File: src/rtl/ex_div_unit.sv
// Multi-cycle RV32M divider (DIV/DIVU/REM/REMU) for the execute stage.
// Radix-2 restoring division, one quotient bit per cycle, single-cycle ready_o pulse.
module ex_div_unit #(
  parameter int XLEN       = 32,
  parameter int REG_ADDR_W = 5
) (
  input  logic                  clk_i,
  input  logic                  rst_n_i,
  input  logic                  start_i,
  input  logic [1:0]            op_i,
  input  logic [XLEN-1:0]       dividend_i,
  input  logic [XLEN-1:0]       divisor_i,
  input  logic [REG_ADDR_W-1:0] reg_waddr_i,
  input  logic                  flush_i,
  output logic [XLEN-1:0]       result_o,
  output logic                  ready_o,
  output logic                  busy_o,
  output logic [REG_ADDR_W-1:0] reg_waddr_o
);

  localparam int              CNT_W    = $clog2(XLEN);
  localparam logic [CNT_W-1:0] LAST_IT = CNT_W'(XLEN - 1);
  localparam logic [XLEN-1:0] MIN_NEG  = {1'b1, {(XLEN-1){1'b0}}};

  typedef enum logic [1:0] {
    ST_IDLE = 2'd0,
    ST_CALC = 2'd1,
    ST_END  = 2'd2
  } state_t;

  state_t state_q, state_d;

  logic                  rem_sel_q;  // 1: REM/REMU, 0: DIV/DIVU
  logic                  q_neg_q;
  logic                  r_neg_q;
  logic [XLEN-1:0]       dq_q;       // dividend shifting out, quotient shifting in
  logic [XLEN-1:0]       rem_q;
  logic [XLEN-1:0]       divisor_q;
  logic [CNT_W-1:0]      cnt_q;
  logic [REG_ADDR_W-1:0] waddr_q;

  logic load_en, step_en, finish_en;

  // Operand decode at start
  logic            is_signed, sign_a, sign_b, div_zero, overflow, special;
  logic [XLEN-1:0] abs_a, abs_b;

  assign is_signed = ~op_i[0];
  assign sign_a    = is_signed & dividend_i[XLEN-1];
  assign sign_b    = is_signed & divisor_i[XLEN-1];
  assign abs_a     = sign_a ? -dividend_i : dividend_i;
  assign abs_b     = sign_b ? -divisor_i  : divisor_i;
  assign div_zero  = (divisor_i == '0);
  assign overflow  = is_signed && (dividend_i == MIN_NEG) && (divisor_i == '1);
  assign special   = div_zero | overflow;

  // One restoring step on an XLEN+1-bit partial remainder
  logic [XLEN:0]   rem_shift, trial;
  logic            q_bit;
  logic [XLEN-1:0] rem_next;

  assign rem_shift = {rem_q, dq_q[XLEN-1]};
  assign trial     = rem_shift - {1'b0, divisor_q};
  assign q_bit     = ~trial[XLEN];
  assign rem_next  = q_bit ? trial[XLEN-1:0] : rem_shift[XLEN-1:0];

  logic [XLEN-1:0] quot_final, rem_final;
  assign quot_final = q_neg_q ? -dq_q  : dq_q;
  assign rem_final  = r_neg_q ? -rem_q : rem_q;

  // NOTE: sequential state uses non-blocking assignments so every register
  // samples pre-edge values regardless of process evaluation order.
  always_ff @(posedge clk_i or negedge rst_n_i) begin
    if (!rst_n_i) state_q <= ST_IDLE;
    else          state_q <= state_d;
  end

  // NOTE: the default assignment before the case keeps this block purely
  // combinational; a missing default on any path would infer a latch.
  always_comb begin
    state_d = state_q;
    if (flush_i) begin
      state_d = ST_IDLE;
    end else begin
      unique case (state_q)
        ST_IDLE: if (start_i) state_d = special ? ST_END : ST_CALC;
        ST_CALC: if (cnt_q == LAST_IT) state_d = ST_END;
        ST_END:  state_d = ST_IDLE;
        default: state_d = ST_IDLE;
      endcase
    end
  end

  always_comb begin
    busy_o    = (state_q != ST_IDLE);
    load_en   = (state_q == ST_IDLE) && start_i && !flush_i;
    step_en   = (state_q == ST_CALC) && !flush_i;
    finish_en = (state_q == ST_END)  && !flush_i;
  end

  always_ff @(posedge clk_i or negedge rst_n_i) begin
    if (!rst_n_i) begin
      rem_sel_q   <= 1'b0;
      q_neg_q     <= 1'b0;
      r_neg_q     <= 1'b0;
      dq_q        <= '0;
      rem_q       <= '0;
      divisor_q   <= '0;
      cnt_q       <= '0;
      waddr_q     <= '0;
      result_o    <= '0;
      ready_o     <= 1'b0;
      reg_waddr_o <= '0;
    end else begin
      ready_o <= finish_en;

      if (load_en) begin
        rem_sel_q <= op_i[1];
        waddr_q   <= reg_waddr_i;
        cnt_q     <= '0;
        divisor_q <= abs_b;
        // Special cases preload the final quotient/remainder and skip CALC
        if (div_zero) begin
          dq_q    <= '1;
          rem_q   <= dividend_i;
          q_neg_q <= 1'b0;
          r_neg_q <= 1'b0;
        end else if (overflow) begin
          dq_q    <= MIN_NEG;
          rem_q   <= '0;
          q_neg_q <= 1'b0;
          r_neg_q <= 1'b0;
        end else begin
          dq_q    <= abs_a;
          rem_q   <= '0;
          q_neg_q <= sign_a ^ sign_b;
          r_neg_q <= sign_a;
        end
      end

      if (step_en) begin
        rem_q <= rem_next;
        dq_q  <= {dq_q[XLEN-2:0], q_bit};
        cnt_q <= cnt_q + CNT_W'(1);
      end

      if (finish_en) begin
        result_o    <= rem_sel_q ? rem_final : quot_final;
        reg_waddr_o <= waddr_q;
      end
    end
  end

endmodule

File: config.mk
export PLATFORM = sky130hd
export DESIGN_NAME = ex_div_unit
export DESIGN_NICKNAME = d
export VERILOG_FILES = /design/src/rtl/ex_div_unit.sv
export SDC_FILE = /design/constraint.sdc
export NUM_CORES = 1
export LEC_CHECK = 0
export ABC_AREA = 1
export BUFFER_PORTS_ARGS = -buffer_cell sky130_fd_sc_hd__buf_4
export CORE_MARGIN = 3
export CORE_UTILIZATION = 45
export DETAILED_ROUTE_END_ITERATION = 6
export PLACE_DENSITY = 0.73
export SETUP_SLACK_MARGIN = 0.3
export SLEW_MARGIN = 30
export SYNTH_ARGS = -nofsm -noshare
export SYNTH_HDL_FRONTEND = slang
export SYNTH_SLANG_ARGS = --single-unit
File: constraint.sdc
create_clock -name clk_i -period 2.74 [get_ports clk_i]
set_clock_uncertainty 0.05 [all_clocks]
set_input_delay 0.137 -clock clk_i [delete_from_list [all_inputs] [get_ports clk_i]]
set_output_delay 0.137 -clock clk_i [all_outputs]
set_load 0.02 [all_outputs]
## Word-level counts from Yosys, hierarchy flattened

Cells that the tools add are included.

| word-level totals | value |
|---|---|
| word-level logic and storage cells | 67 |
| bits in registers | 149 |
| output and inout bits | 39 |
| bits of input ports | 75 |

| operators by class | value |
|---|---|
| reductions and logical operators | 12 |
| bitwise gates (word level) | 6 |
| add/subtract/negate cells | 6 |
| equal/unequal tests | 7 |
| multiplexer cells | 24 |

Operator list:

| kind | count |
|---|---|
| 32-bit 2-to-1 mux | 13 |
| 32-bit negator | 4 |
| 32-bit == test, second input constant | 2 |
| 33-bit by 32-bit subtractor with 33-bit output | 1 |
| 32-bit zero test | 1 |
| 5-bit 2-to-1 mux | 2 |
| 2-bit 2-to-1 mux | 4 |
| 1-bit logical AND | 6 |
| 3-bit != test, second input constant | 2 |
| 5-bit by 1-bit adder with 5-bit output, second input constant | 1 |
| 5-bit == test, second input constant | 1 |
| 1-bit 2-to-1 mux | 4 |
| 2-bit case mux with 2 select lines | 1 |
| 2-bit nonzero test | 2 |
| 1-bit bitwise AND | 2 |
| 2-bit by 1-bit == test with 1-bit output, second input constant | 1 |
| 2-bit == test, second input constant | 1 |
| 2-bit zero test | 1 |
| 1-bit inverter | 2 |
| 2-bit AND reduction | 1 |
| 1-bit zero test | 1 |
| 1-bit bitwise OR | 1 |
| 1-bit bitwise XOR | 1 |

## Depth between registers and ports, before layout

| depth | value |
|---|---|
| depth in word-level cells | 8 |
| mapped depth | 19 |
| depth with buffers taken out | 18 |

## Least setup slack after synthesis

OpenSTA, ideal clock, no wires.

| path | value |
|---|---|
| path type | register to register |
| start point | register dq_q[31] |
| end point | register rem_q[20] |
| data required time | 2568 ps |
| library setup time | 122 ps |
| buffers on the path | 1 |
| stages on the path, launching flop included | 19 |
| arrival | 2118 ps |
| path slack | 450 ps |
| clock period less this slack | 2290 ps |
| cell sequence | dfrtp_1 > inv_1 > ha_1 > fa_1 > inv_1 > nand2_1 > nand2_1 > nand3_1 > nand2_1 > nand2_1 > nand2_2 > nand2_2 > nand2_1 > nand2_1 > nand2_2 > buf_2 > nand2_1 > nand3_1 > a21boi_1 |

| between the ends | value |
|---|---|
| longest elaborated chain between the ends | 3 |

RTL lines:

| item | line | source |
|---|---|---|
| start: declaration | 36 | `logic [XLEN-1:0] dq_q;` |
| start signal: assignment | 134 | `dq_q <= abs_a;` |
| start signal: assignment | 143 | `dq_q <= {dq_q[XLEN-2:0], q_bit};` |
| 33-bit by 32-bit subtractor with 33-bit output | 63 | `assign trial = rem_shift - {1'b0, divisor_q};` |
| 32-bit 2-to-1 mux | 65 | `assign rem_next = q_bit ? trial[XLEN-1:0] : rem_shift[XLEN-1:0];` |
| 32-bit 2-to-1 mux | 141 | `if (step_en) begin` |
| end signal: assignment | 125 | `rem_q <= dividend_i;` |
| end signal: assignment | 142 | `rem_q <= rem_next;` |
| end: declaration | 37 | `logic [XLEN-1:0] rem_q;` |

No other way between the ends.
A chain may end at the register's enable or synchronous reset.

## Worst setup path after layout

| path | value |
|---|---|
| start point | register divisor_q[0] |
| end point | register rem_q[30] |

| between the ends | value |
|---|---|
| longest elaborated chain between the ends | 3 |

RTL lines:

| item | line | source |
|---|---|---|
| start: declaration | 38 | `logic [XLEN-1:0] divisor_q;` |
| start signal: assignment | 121 | `divisor_q <= abs_b;` |
| 33-bit by 32-bit subtractor with 33-bit output | 63 |  |
| 32-bit 2-to-1 mux | 65 |  |
| 32-bit 2-to-1 mux | 141 |  |

No other way between the ends.

==> key figures <==
Outcome
  • Run status: finished, final reports clean

Power and ir drop
  • Leak pwr: 8.218 nW
  • Power Dens Cells: 1019 nW/um^2
  • Max IR drop VDD: 0.0004834 V
  • Pwr Total: 16.39 mW

Timing
  • Final min period: 2.434 ns
  • Final hold viol count: 0
  • Worst-Margin Slew: 0.6616 ns
  • RSZ-0062 raised after global routing: true
  • Achievable frequency: 410.9 MHz
  • Fin crit share: 0.8882
  • Final setup viols: 0
  • Sum Neg Setup Slack: 0 ns
  • Max-slew violations: 0
  • Hold_ws: 0.01053 ns
  • Slew margin rel.: 0.5584

Worst setup path
  • Crit Path Max Fanout: 7
  • CP max-delay cell: fa_2
  • Worst stage delay on the critical path: 0.40 ns
  • CP most frequent cell: nand2_4
  • WS Path Type: flop to flop
  • Worst path arrival time: 2.76 ns
  • Required time worst endpoint: 3.06 ns
  • Crit. End Element: flop
  • CP Launch Type: flop
  • CP cell instances: ha_2 -> fa_2 -> inv_2 -> nand2_2 -> nand2_2 -> nand3_2 -> nand2_4 -> nand2_4 -> nand2_4 -> nand2_4 -> nand2_4 -> nand2_4 -> nand2_8 -> clkbuf_16 -> nand2_1 -> nand2_1 -> nand2_1 -> a21oi_2

Floorplan
  • Die Y: 177.8 um
  • Initial Util: 0.4602
  • # rows: 62
  • Core Region: 28860 sq um
  • Die W: 177.8 um
  • Io pins: 114
  • Die ar.: 31610 sq um

Finish
  • Fillers: 2851
  • Reg area: 3731 sq um
  • Layout cell share with drive strength beyond 1: 0.1440
  • Synth-to-layout area growth: 21.14%
  • N_diodes: 0
  • Multi-input gate area: 8478 sq um
  • Layout Utilization: 0.5575
  • Final nets: 2415

Synthesis
  • Synth async-reset ratio: 1.000
  • Largest cells by area after synthesis: dfrtp_1, nand2_1, inv_1
  • Mapped Cells: 2164
  • Distinct cell type count after synthesis: 54
  • Most frequent cells after synthesis: nand2_1, inv_1, nor2_1
  • Yosys warns: 0
  • Main flop type after synthesis: dfrtp_1
  • Yosys top cell by area: dfrtp_1
  • Yosys top cell area share: 0.2807
  • Seq/Total Area, Yosys: 0.2807
  • Cell area after synthesis: 13280 sq um
  • Number of synthesized register bits: 149
  • Xor and xnor area share after synthesis: 0.03033
  • Simple-Gate Fraction of Synth Area: 0.3755
  • Synth Net Count: 2279
  • Post-synth EDFFs: 0
  • Syn Area/Cell: 6.137 sq um
  • Adder-Cell Fraction of Synth Area: 0.03825
  • Largest family of logic cells by synthesized area: simple AND/OR/NAND/NOR gates
  • Count leader, synth: nand2_1
  • Synth Area in Compound Gates: 0.1582
  • Mux cell area share after synthesis: 0

Clock network
  • CTS tree: done
  • CTS clk-pin slew, worst paths: 0.07 ns
  • Clk buf depth: 2
  • Clk_lat worst skew: 0.44 ns
  • TritonCTS buffer count: 17
  • Root Buffer: clkbuf_16
  • Clock H-tree levels: 4
  • Clock sink count: 149

Drt
  • Iteration-0 DRC Markers: 1754
  • First-pass iteration count of the detailed router: 7
  • Via count: 15.04k
  • Routed WL: 49.90 mm
  • Vias/cell: 5.576
  • WL/cell: 18.50 um
  • Final ANT Viol Nets: 0
  • DRC: 0

Job
  • Max cap viols: 0

Placed design
  • Port Buf Inserts: 113
  • GPL Wtd Cong: 1.029
  • Hpwl dp: 38.40 mm

Worst hold path
  • Min-Delay Path Class: primary input to flop

Global routing
  • Antenna violations before repair: 0
  • Vias in the first global route: 13.78k
  • Pin count of the biggest net entering global routing: 77
  • Global route total overflow: 0
  • Total track usage: 0.3085
  • Global-route wire length before repair: 75.18 mm
## worst max-delay path: cells and delay by family (launching register included)
kind,cells,cell delay [ns]
AOI/OAI and AO/OA,1,0.12
adders and majority gates,2,0.60
buffers and inverters,2,0.23
DFF,1,0.38
and+or+nand+nor,13,0.99
## layout make-up
| class | instances | share of cell area |
|---|---|---|
| Clock buffer | 18 | 0.02730 |
| Clock inverter | 14 | 0.01003 |
| Inverter | 328 | 0.07652 |
| Multi-Input combinational cell | 1618 | 0.5269 |
| Sequential cell | 149 | 0.2319 |
| Tap cell | 384 | 0.02986 |
| Timing Repair Buffer | 186 | 0.09744 |
## worst paths after layout
kind                               from           end  slack (ns)  cells past startpoint
min                        divisor_i[0]  divisor_q[0]        0.01                      3
max                        divisor_q[0]     rem_q[30]        0.31                     18
max reg2reg                divisor_q[0]     rem_q[30]        0.31                     18
min reg2reg                result_o[10]  result_o[10]        0.44                      2
min in group asynchronous       rst_n_i  result_o[28]        0.13                      2
max in group asynchronous       rst_n_i      dq_q[11]        1.71                      3
## placed cells by master (no fill, tap or decap), types with 11 or more instances in the layout
cell             n
o221ai_1        11
inv_2           14
or2_2           13
nand4_1         26
dlygate4sd3_1   18
ha_4            19
nand3_1        159
o22ai_1         12
ha_1            14
xor2_1          36
a21boi_1        32
o21ai_1         39
a21oi_1         76
buf_4          157
nand2_2         18
nor2_1         159
dfrtp_1        147
nor3_1          40
inv_1          311
nand2_1        690
o21ai_0        135
nor2_2          14
clkbuf_16       20
## state kept, by name (all words and copies together), names as in the netlist
| signal | flops |
|---|---|
| state_q | 2 |
| r_neg_q | 1 |
| result_o | 32 |
| rem_q | 32 |
| cnt_q | 5 |
| ready_o | 1 |
| reg_waddr_o | 5 |
| q_neg_q | 1 |
| waddr_q | 5 |
| dq_q | 32 |
| rem_sel_q | 1 |
| divisor_q | 32 |
## kinds of logic after synthesis
logic type / Yosys count
xor gates and xnor gates: 46
and+or+nand+nor: 1170
adders and majority gates: 40
DFF: 149
AOI/OAI and AO/OA: 362
buffers and inverters: 397
## per-stage QoR
step / worst slack [ns] / std cells / cell area [sq um]
4_1_cts: 0.2836 / 2684 / 15490
3_5_place_dp: 0.1193 / 2632 / 14650
3_3_place_gp: 0.1963 / 2632 / 14650
6_report: 0.3064 / 2697 / 16090
2_1_floorplan: 0.4502 / 2164 / 13280
5_1_grt: 0.1936 / 2697 / 16090
## timing repair
| action | CTS | global route |
|---|---|---|
| setup buffers | 2 | 9 |
| hold endpoints to repair | 56 | 0 |
| pin swaps | 2 | 16 |
| setup endpoints to repair | 34 | 47 |
| gates resized for setup | 5 | 93 |
| cloned | 0 | 4 |
| hold buffers | 18 | 0 |
## per-layer routing
metal  track usage  part of all wire  vias up
met4        0.1014             0.032        0
met3       0.07467             0.095      100
li1              -                 -     7212
met5             0                 0        -
met1        0.4283              0.43     6990
met2        0.4715              0.44      737
## report_power, final
part	internal [mW]	switching [mW]	total [mW]
Combinational	3.81	6.39	10.2
Sequential	2.97	0.813	3.78
Clock	1.32	1.09	2.41
Total	8.10	8.30	16.4
(Power assumes the default switching activity.)
